### src/rtl/adc_spi_reader.sv
// adc_spi_reader
//   Serial front end for an 8-channel, 12-bit SPI ADC that uses a 16-SCLK frame,
//   sends data MSB first, and takes the address of the next conversion on DIN.
//   The block drives CS_N, SCLK and DIN, shifts in DOUT, and presents the
//   parallel result with a one-clock valid strobe. All outputs are registered.
//
// Ports
//   clk          system clock (only clock)
//   rst_n        asynchronous active-low reset
//   start        frame request, sampled in IDLE only (hold high = continuous)
//   channel      address sent in this frame (selects the next conversion)
//   adc_cs_n     ADC chip select, active low
//   adc_sclk     ADC serial clock, idles high
//   adc_din      address bits to the ADC
//   adc_dout     serial data from the ADC (used unsynchronised)
//   sample       last completed conversion
//   sample_chan  channel that `sample` belongs to
//   sample_valid one-clock strobe when sample/sample_chan update
//   busy         high in every state except IDLE
//
// state | meaning
// ------+--------------------------------------------------------------
// IDLE  | cs_n high, waiting for start
// SETUP | cs_n low, sclk high for CLK_DIV clocks before the first bit
// SHIFT | 16 bit periods: CLK_DIV clocks sclk low, CLK_DIV clocks sclk high
// DONE  | cs_n high, publish sample and strobe sample_valid (1 clock)
// HOLD  | cs_n held high for CLK_DIV-1 more clocks

module adc_spi_reader #(
  parameter int CLK_DIV      = 4,
  parameter int SAMPLE_WIDTH = 12,
  parameter int CHAN_WIDTH   = 3
) (
  input  logic                    clk,
  input  logic                    rst_n,
  input  logic                    start,
  input  logic [CHAN_WIDTH-1:0]   channel,
  output logic                    adc_cs_n,
  output logic                    adc_sclk,
  output logic                    adc_din,
  input  logic                    adc_dout,
  output logic [SAMPLE_WIDTH-1:0] sample,
  output logic [CHAN_WIDTH-1:0]   sample_chan,
  output logic                    sample_valid,
  output logic                    busy
);

  localparam int FRAME_BITS = 16;
  localparam int CNT_W      = $clog2(CLK_DIV);
  localparam logic [CNT_W-1:0] DIV_M1   = CNT_W'(CLK_DIV - 1);
  localparam logic [CNT_W-1:0] DIV_M2   = CNT_W'(CLK_DIV - 2);
  localparam logic [3:0]       LAST_BIT = 4'(FRAME_BITS - 1);

  typedef enum logic [2:0] {
    S_IDLE,
    S_SETUP,
    S_SHIFT,
    S_DONE,
    S_HOLD
  } state_t;

  state_t                  state_q;
  logic [CNT_W-1:0]        cnt_q;
  logic [3:0]              bit_q;
  logic [CHAN_WIDTH-1:0]   addr_q;
  logic [CHAN_WIDTH-1:0]   prev_chan_q;
  // Only the low SAMPLE_WIDTH bits are kept; the leading bits of the frame
  // fall off the top of the register as the later bits arrive.
  logic [SAMPLE_WIDTH-1:0] shift_q;
  logic                    cs_n_q;
  logic                    sclk_q;
  logic                    din_q;
  logic [SAMPLE_WIDTH-1:0] sample_q;
  logic [CHAN_WIDTH-1:0]   sample_chan_q;
  logic                    valid_q;
  logic                    busy_q;
  logic                    din_d;

  // Address bit carried in bit period k: MSB in period 2, then descending.
  function automatic logic addr_bit(input logic [3:0] k, input logic [CHAN_WIDTH-1:0] a);
    logic b;
    b = 1'b0;
    for (int i = 0; i < CHAN_WIDTH; i++) begin
      if (k == 4'(i + 2)) b = a[CHAN_WIDTH-1-i];
    end
    return b;
  endfunction

  // DIN for the period about to start on the next falling SCLK edge.
  always_comb begin
    din_d = 1'b0;
    din_d = addr_bit(bit_q + 4'd1, addr_q);
  end

  always_ff @(posedge clk or negedge rst_n) begin
    if (!rst_n) begin
      state_q       <= S_IDLE;
      cnt_q         <= '0;
      bit_q         <= '0;
      addr_q        <= '0;
      prev_chan_q   <= '0;
      shift_q       <= '0;
      cs_n_q        <= 1'b1;
      sclk_q        <= 1'b1;
      din_q         <= 1'b0;
      sample_q      <= '0;
      sample_chan_q <= '0;
      valid_q       <= 1'b0;
      busy_q        <= 1'b0;
    end else begin
      valid_q <= 1'b0;
      case (state_q)
        S_IDLE: begin
          if (start) begin
            state_q <= S_SETUP;
            addr_q  <= channel;
            cs_n_q  <= 1'b0;
            sclk_q  <= 1'b1;
            din_q   <= 1'b0;
            busy_q  <= 1'b1;
            cnt_q   <= DIV_M1;
          end
        end

        S_SETUP: begin
          if (cnt_q == '0) begin
            state_q <= S_SHIFT;
            sclk_q  <= 1'b0;
            bit_q   <= '0;
            din_q   <= addr_bit(4'd0, addr_q);
            cnt_q   <= DIV_M1;
          end else begin
            cnt_q <= cnt_q - 1'b1;
          end
        end

        S_SHIFT: begin
          // First clock of the high half: DOUT has had a full low half to settle.
          if (sclk_q && cnt_q == DIV_M1) begin
            shift_q <= {shift_q[SAMPLE_WIDTH-2:0], adc_dout};
          end
          if (cnt_q != '0) begin
            cnt_q <= cnt_q - 1'b1;
          end else if (!sclk_q) begin
            sclk_q <= 1'b1;
            cnt_q  <= DIV_M1;
          end else if (bit_q == LAST_BIT) begin
            state_q       <= S_DONE;
            cs_n_q        <= 1'b1;
            din_q         <= 1'b0;
            sample_q      <= shift_q;
            sample_chan_q <= prev_chan_q;
            prev_chan_q   <= addr_q;
            valid_q       <= 1'b1;
          end else begin
            bit_q  <= bit_q + 4'd1;
            sclk_q <= 1'b0;
            din_q  <= din_d;
            cnt_q  <= DIV_M1;
          end
        end

        S_DONE: begin
          state_q <= S_HOLD;
          cnt_q   <= DIV_M2;
        end

        S_HOLD: begin
          if (cnt_q == '0) begin
            state_q <= S_IDLE;
            busy_q  <= 1'b0;
          end else begin
            cnt_q <= cnt_q - 1'b1;
          end
        end

        default: begin
          state_q <= S_IDLE;
          cs_n_q  <= 1'b1;
          sclk_q  <= 1'b1;
          busy_q  <= 1'b0;
        end
      endcase
    end
  end

  assign adc_cs_n     = cs_n_q;
  assign adc_sclk     = sclk_q;
  assign adc_din      = din_q;
  assign sample       = sample_q;
  assign sample_chan  = sample_chan_q;
  assign sample_valid = valid_q;
  assign busy         = busy_q;

endmodule

### config.mk
export PLATFORM = sky130hd
export DESIGN_NAME = adc_spi_reader
export DESIGN_NICKNAME = d
export VERILOG_FILES = /design/src/rtl/adc_spi_reader.sv
export SDC_FILE = /design/constraint.sdc
export NUM_CORES = 1
export LEC_CHECK = 0
export ABC_AREA = 1
export CAP_MARGIN = 20
export CORE_UTILIZATION = 50
export CTS_CLUSTER_DIAMETER = 150
export DETAILED_ROUTE_END_ITERATION = 10
export HOLD_SLACK_MARGIN = 0.12
export PLACE_DENSITY = 0.73
export SYNTH_ARGS = -nofsm -noshare
export SYNTH_HDL_FRONTEND = slang
export SYNTH_SLANG_ARGS = --single-unit
### constraint.sdc
create_clock -name clk -period 1.6 [get_ports clk]
set_input_delay 0.32 -clock clk [delete_from_list [all_inputs] [get_ports clk]]
set_output_delay 0.32 -clock clk [all_outputs]
set_load 0.1 [all_outputs]
# Word-level counts from Yosys, hierarchy flattened
# Cells that the tools add are included.
# Widths: inputs -> output; s select.
[totals]
ff_bits = 47
latchBits = 0
mem_bits_rw = 0
rom_bits = 0
n_memories = 0
[classes]
add_sub_neg = 2
mul = 0
n_div = 0
n_lt_le_gt_ge = 0
eq_ne = 18
shift = 0
mux = 41
bitwise_logic = 4
reduce_logical = 20
[op_table]
columns = ["cell", "n"]
rows = [
  ["$mux 1", 18],
  ["$mux 3", 6],
  ["$mux 4", 4],
  ["$ne 2x2->1 const B", 8],
  ["$pmux 3 s5", 1],
  ["$reduce_and 5->1", 3],
  ["$mux 2", 6],
  ["$reduce_and 4->1", 3],
  ["$pmux 2 s5", 1],
  ["$pmux 1 s3", 3],
  ["$eq 4x2->1 const B", 2],
  ["$pmux 4 s2", 1],
  ["$eq 3x2->1 const B", 2],
  ["$reduce_and 6->1", 1],
  ["$reduce_or 3->1", 2],
  ["$reduce_bool 5->1", 1],
  ["$add 4x1->4 const B", 1],
  ["$eq 4x3->1 const B", 1],
  ["$eq 4x4->1 const B", 1],
  ["$ne 4x4->1 const B", 1],
  ["$not 1->1", 4],
  ["$pmux 1 s4", 1],
  ["$reduce_and 2->1", 2],
  ["$reduce_bool 2->1", 2],
  ["10 further kinds", 10],
]

# Depth between registers and ports, before layout
[logic_depth]
ltp_word = 9
ltp_mapped = 10
depth_no_buf = 10

# Worst setup path after synthesis
# OpenSTA, ideal clock, no wires.
[synth_path]
path_type = "reg2reg"
from = "register sclk_q (netlist: adc_sclk)"
to = "register din_q (netlist: adc_din)"
setup_time_ps = 120
t_arrival_ps = 1570
path_slack_ps = -89
path_stages_with_launch = 8
path_buffers = 0
synth_period_minus_slack_ps = 1689
path_cell_list = "dfstp_2 inv_1 nand3_1 nand2_1 nor2_1 nand2_1 nand2_1 nand2_1"
[synth_between]
elab_chain_cells = 2
[synth_lines]
columns = ["item", "line", "rtl"]
rows = [
  ["start, declared", "71", "logic sclk_q;"],
  ["start signal, assigned", "104", "sclk_q <= 1'b1;"],
  ["start signal, assigned", "118", "sclk_q <= 1'b1;"],
  ["start signal, assigned", "128", "sclk_q <= 1'b0;"],
  ["$ne 2x2->1 (no source line)", "-", ""],
  ["$reduce_and 5->1 (no source line)", "-", ""],
  ["end signal, assigned", "130", "din_q <= addr_bit(4'd0, addr_q);"],
  ["end signal, assigned", "158", "din_q <= din_d;"],
  ["end, declared", "72", "logic din_q;"],
]
# No other way between the ends.
# A chain may end at the register's enable or synchronous reset.

# Worst setup path after layout
[layout_path]
from = "register state_q[0]"
to = "register sample_q[1] (netlist: sample[1])"
[layout_between]
elab_chain_cells = 2
[layout_lines]
columns = ["item", "line", "rtl"]
rows = [
  ["start, declared", "62", "state_t state_q;"],
  ["start signal, assigned", "97", "state_q <= S_IDLE;"],
  ["start signal, assigned", "115", "state_q <= S_SETUP;"],
  ["start signal, assigned", "127", "state_q <= S_SHIFT;"],
  ["$eq 3x2->1", "112", "case (state_q)"],
  ["$reduce_and 4->1 (no source line)", "-", ""],
  ["end signal, assigned", "151", "sample_q <= shift_q;"],
  ["end, declared", "73", "logic [SAMPLE_WIDTH-1:0] sample_q;"],
]
# No other way between the ends.

==> results_dict.tcl <==
set metrics [dict create \
    synth_compound_area_frac 0.0870 \
    synthArstFlopShare 1.00 \
    crit_buf_inv 2 \
    dr_total_vias 1822 \
    cts-root-buf "clkbuf_8" \
    clock_sinks 47 \
    hold_slack_ns 0.483 \
    drc 0 \
    pin_count 27 \
    clock_path_buffers 2 \
    crit_required_ns 1.79 \
    routed_wl_um 4780 \
    crit_path_max_fanout 12 \
    yosys.area_share.simple 0.276 \
    peakVddDrop_v 0.000418 \
    synth.top_cell.area_share 0.505 \
    start_util 0.538 \
    synth.most_common_cell "nand2_1" \
    relSlewSlack 0.808 \
    max_cap_viol_count 0 \
    hold_viol 0 \
    design_area_um2 2950 \
    fmax_ghz 0.648 \
    critPathTopFamily "simple AND/OR/NAND/NOR gates" \
    crit_type "reg -> reg" \
    grt_pass1_vias 1617 \
    synth.distinct_cells 25 \
    row_count 23 \
    die_y_um 68.8 \
    ant_nets 0 \
    clock_latency_ns 0.30 \
    port_buffers 26 \
    cp-end-kind "flip-flop" \
    outcome "finished clean" \
    finalCritPeriodShare 0.964 \
    core_um2 4140 \
    setup_tns_ns 0 \
    grt_max_degree 48 \
    ys.flop_type "dfrtp_1" \
    num_antenna_cells 0 \
    setup_viol 0 \
    viasPerCell 5.05 \
    area_growth_syn_to_layout_pct 32.3 \
    yosysWarnings 0 \
    clock_skew_ns 0.00491 \
    ys_seq_elements 47 \
    grt_first_pass_wirelength_um 7310 \
    antenna_found_initial 0 \
    dieArea_um2 4730 \
    gp_congestion 0.880 \
    synth-adder-area-share 0.0281 \
    synth_commonest_cells "90 x nand2_1, 45 x dfrtp_1, 35 x inv_1" \
    drive_above_1_share 0.196 \
    clkSlewWorstSetupHoldPaths_ns 0.09 \
    syn_area_per_cell_um2 8.38 \
    die_x_um 68.8 \
    cts_tree "done" \
    synth_top_family_by_area "simple AND/OR/NAND/NOR gates" \
    n_fill_cell 319 \
    first_iter_violations 127 \
    post-place-ws_ns 0.0567 \
    slew_violations 0 \
    cp.arrival_ns 1.73 \
    synth_cells 266 \
    synth.area.mux_share 0 \
    p_leak_uw 0.00152 \
    cp-start-kind "flip-flop" \
    yosys-top-cells-area "dfrtp_1 51%, nand2_1 15%, o21ai_1 6.1%" \
    dp_hpwl_um 3280 \
    wl_per_cell_um 13.2 \
    synth_edf_count 0 \
    crit_chain "inv_1 -> nand2_2 -> nor2_8 -> nand3_4 -> buf_4 -> nand2_1 -> o21ai_1" \
    numCtsBuffers 5 \
    min_path_type "reg -> reg" \
    htreeDepth 2 \
    final_nets 322 \
    synth_xor_area_frac 0 \
    worst_pin_slew_ns 0.288 \
    layout_min_cycle_time_ns 1.54 \
    p_per_area_nw_per_um2 684 \
    synth_top_cell_by_area "dfrtp_1" \
    slowest_delay_ns 0.46 \
    gr-total-overflow 0 \
    firstDrtPassIters 4 \
    synthesis.nets 278 \
    ys_seq_area_frac 0.529 \
    worst_path_max_delay_cell "dfrtp_1" \
    final_core_util 0.712 \
    synthesis.area_um2 2230 \
    grtUsageTotal 0.221 \
    setup_slack_ns 0.0573 \
    dpl_cell_area_um2 2790 \
]
-- state kept, by name (all words and copies together), names as in the netlist, 2 cells and up --
signal and cells:
shift_q 12, sample 12, prev_chan_q 3, state_q 3
bit_q 4, sample_chan 3, cnt_q 2, addr_q 3
-- per-stage QoR --
step	power [uW]	std cells
after global routing	2100	361
after floorplan	1240	266
after global placement	1280	346
after CTS	2030	355
after detailed placement	1280	346
final	2020	361
-- report_power, final --
| group | internal (uW) | leakage [uW] | switching, uW |
|---|---|---|---|
| registers | 1200 | 0.000588 | 4.16 |
| clock network | 355 | 0.0000484 | 405 |
| logic | 23.8 | 0.000883 | 34.9 |
-- layout by cell type (no fill, tap or decap), types with 6 or more instances in the layout --
| cell type | count |
|---|---|
| o21ai_1 | 26 |
| buf_4 | 13 |
| inv_1 | 35 |
| o21ai_0 | 6 |
| dfrtp_1 | 45 |
| clkbuf_8 | 6 |
| nand3_1 | 15 |
| buf_12 | 21 |
| nand2_1 | 90 |
| nor2_1 | 13 |
-- final timing paths --
kind | start | slack (ns) | depth (start not counted) | endpoint
worst max-delay path | state_q[0] | 0.06 | 7 | sample[1]
worst min-delay path | adc_cs_n | 0.48 | 2 | adc_cs_n
worst max register to register | state_q[0] | 0.06 | 7 | sample[1]
worst min register to register | adc_cs_n | 0.48 | 2 | adc_cs_n
max in group asynchronous | rst_n | 0.80 | 3 | adc_cs_n
min in group asynchronous | rst_n | 0.52 | 3 | sample[8]
-- repair_timing --
action / 4_1_cts / 5_1_grt
gates resized for setup: 0 / 2
endpoints found under the setup margin: 0 / 18
endpoints found under the hold margin: 45 / 0
hold buffers: 1 / 0
buffers inserted: 0 / 5
-- final cells by class --
type	instances	area, um^2	area share
multi-input cells	178	888	0.301
clock inverters	1	8.76	0.00297
clock buffers	7	86.3	0.0293
flip-flops and latches	47	1180	0.401
repair buffers	41	583	0.198
inverters	37	139	0.0471
well taps	50	62.6	0.0212
-- per-layer routing --
metal | up-vias | wire length [um] | GRT usage
li1 | 924 | - | -
met1 | 843 | 2140 | 0.279
met2 | 49 | 2370 | 0.353
met3 | 6 | 193 | 0.0543
met4 | 0 | 82 | 0.110
met5 | - | 0 | 0
-- cells by family after synthesis --
group | count (synthesis)
adder cells (fa/ha/maj) | 5
AO/OA/AOI/OAI | 38
buffers and inverters | 42
flip-flops | 47
AND/OR/NAND/NOR | 134
-- worst reg2reg max path, stage by stage (launching register included) --
cell,delay (ns)
dfrtp_1,0.46
inv_1,0.15
nand2_2,0.12
nor2_8,0.19
nand3_4,0.17
buf_4,0.22
nand2_1,0.06
o21ai_1,0.07
Power figures use the tool's default switching activity.
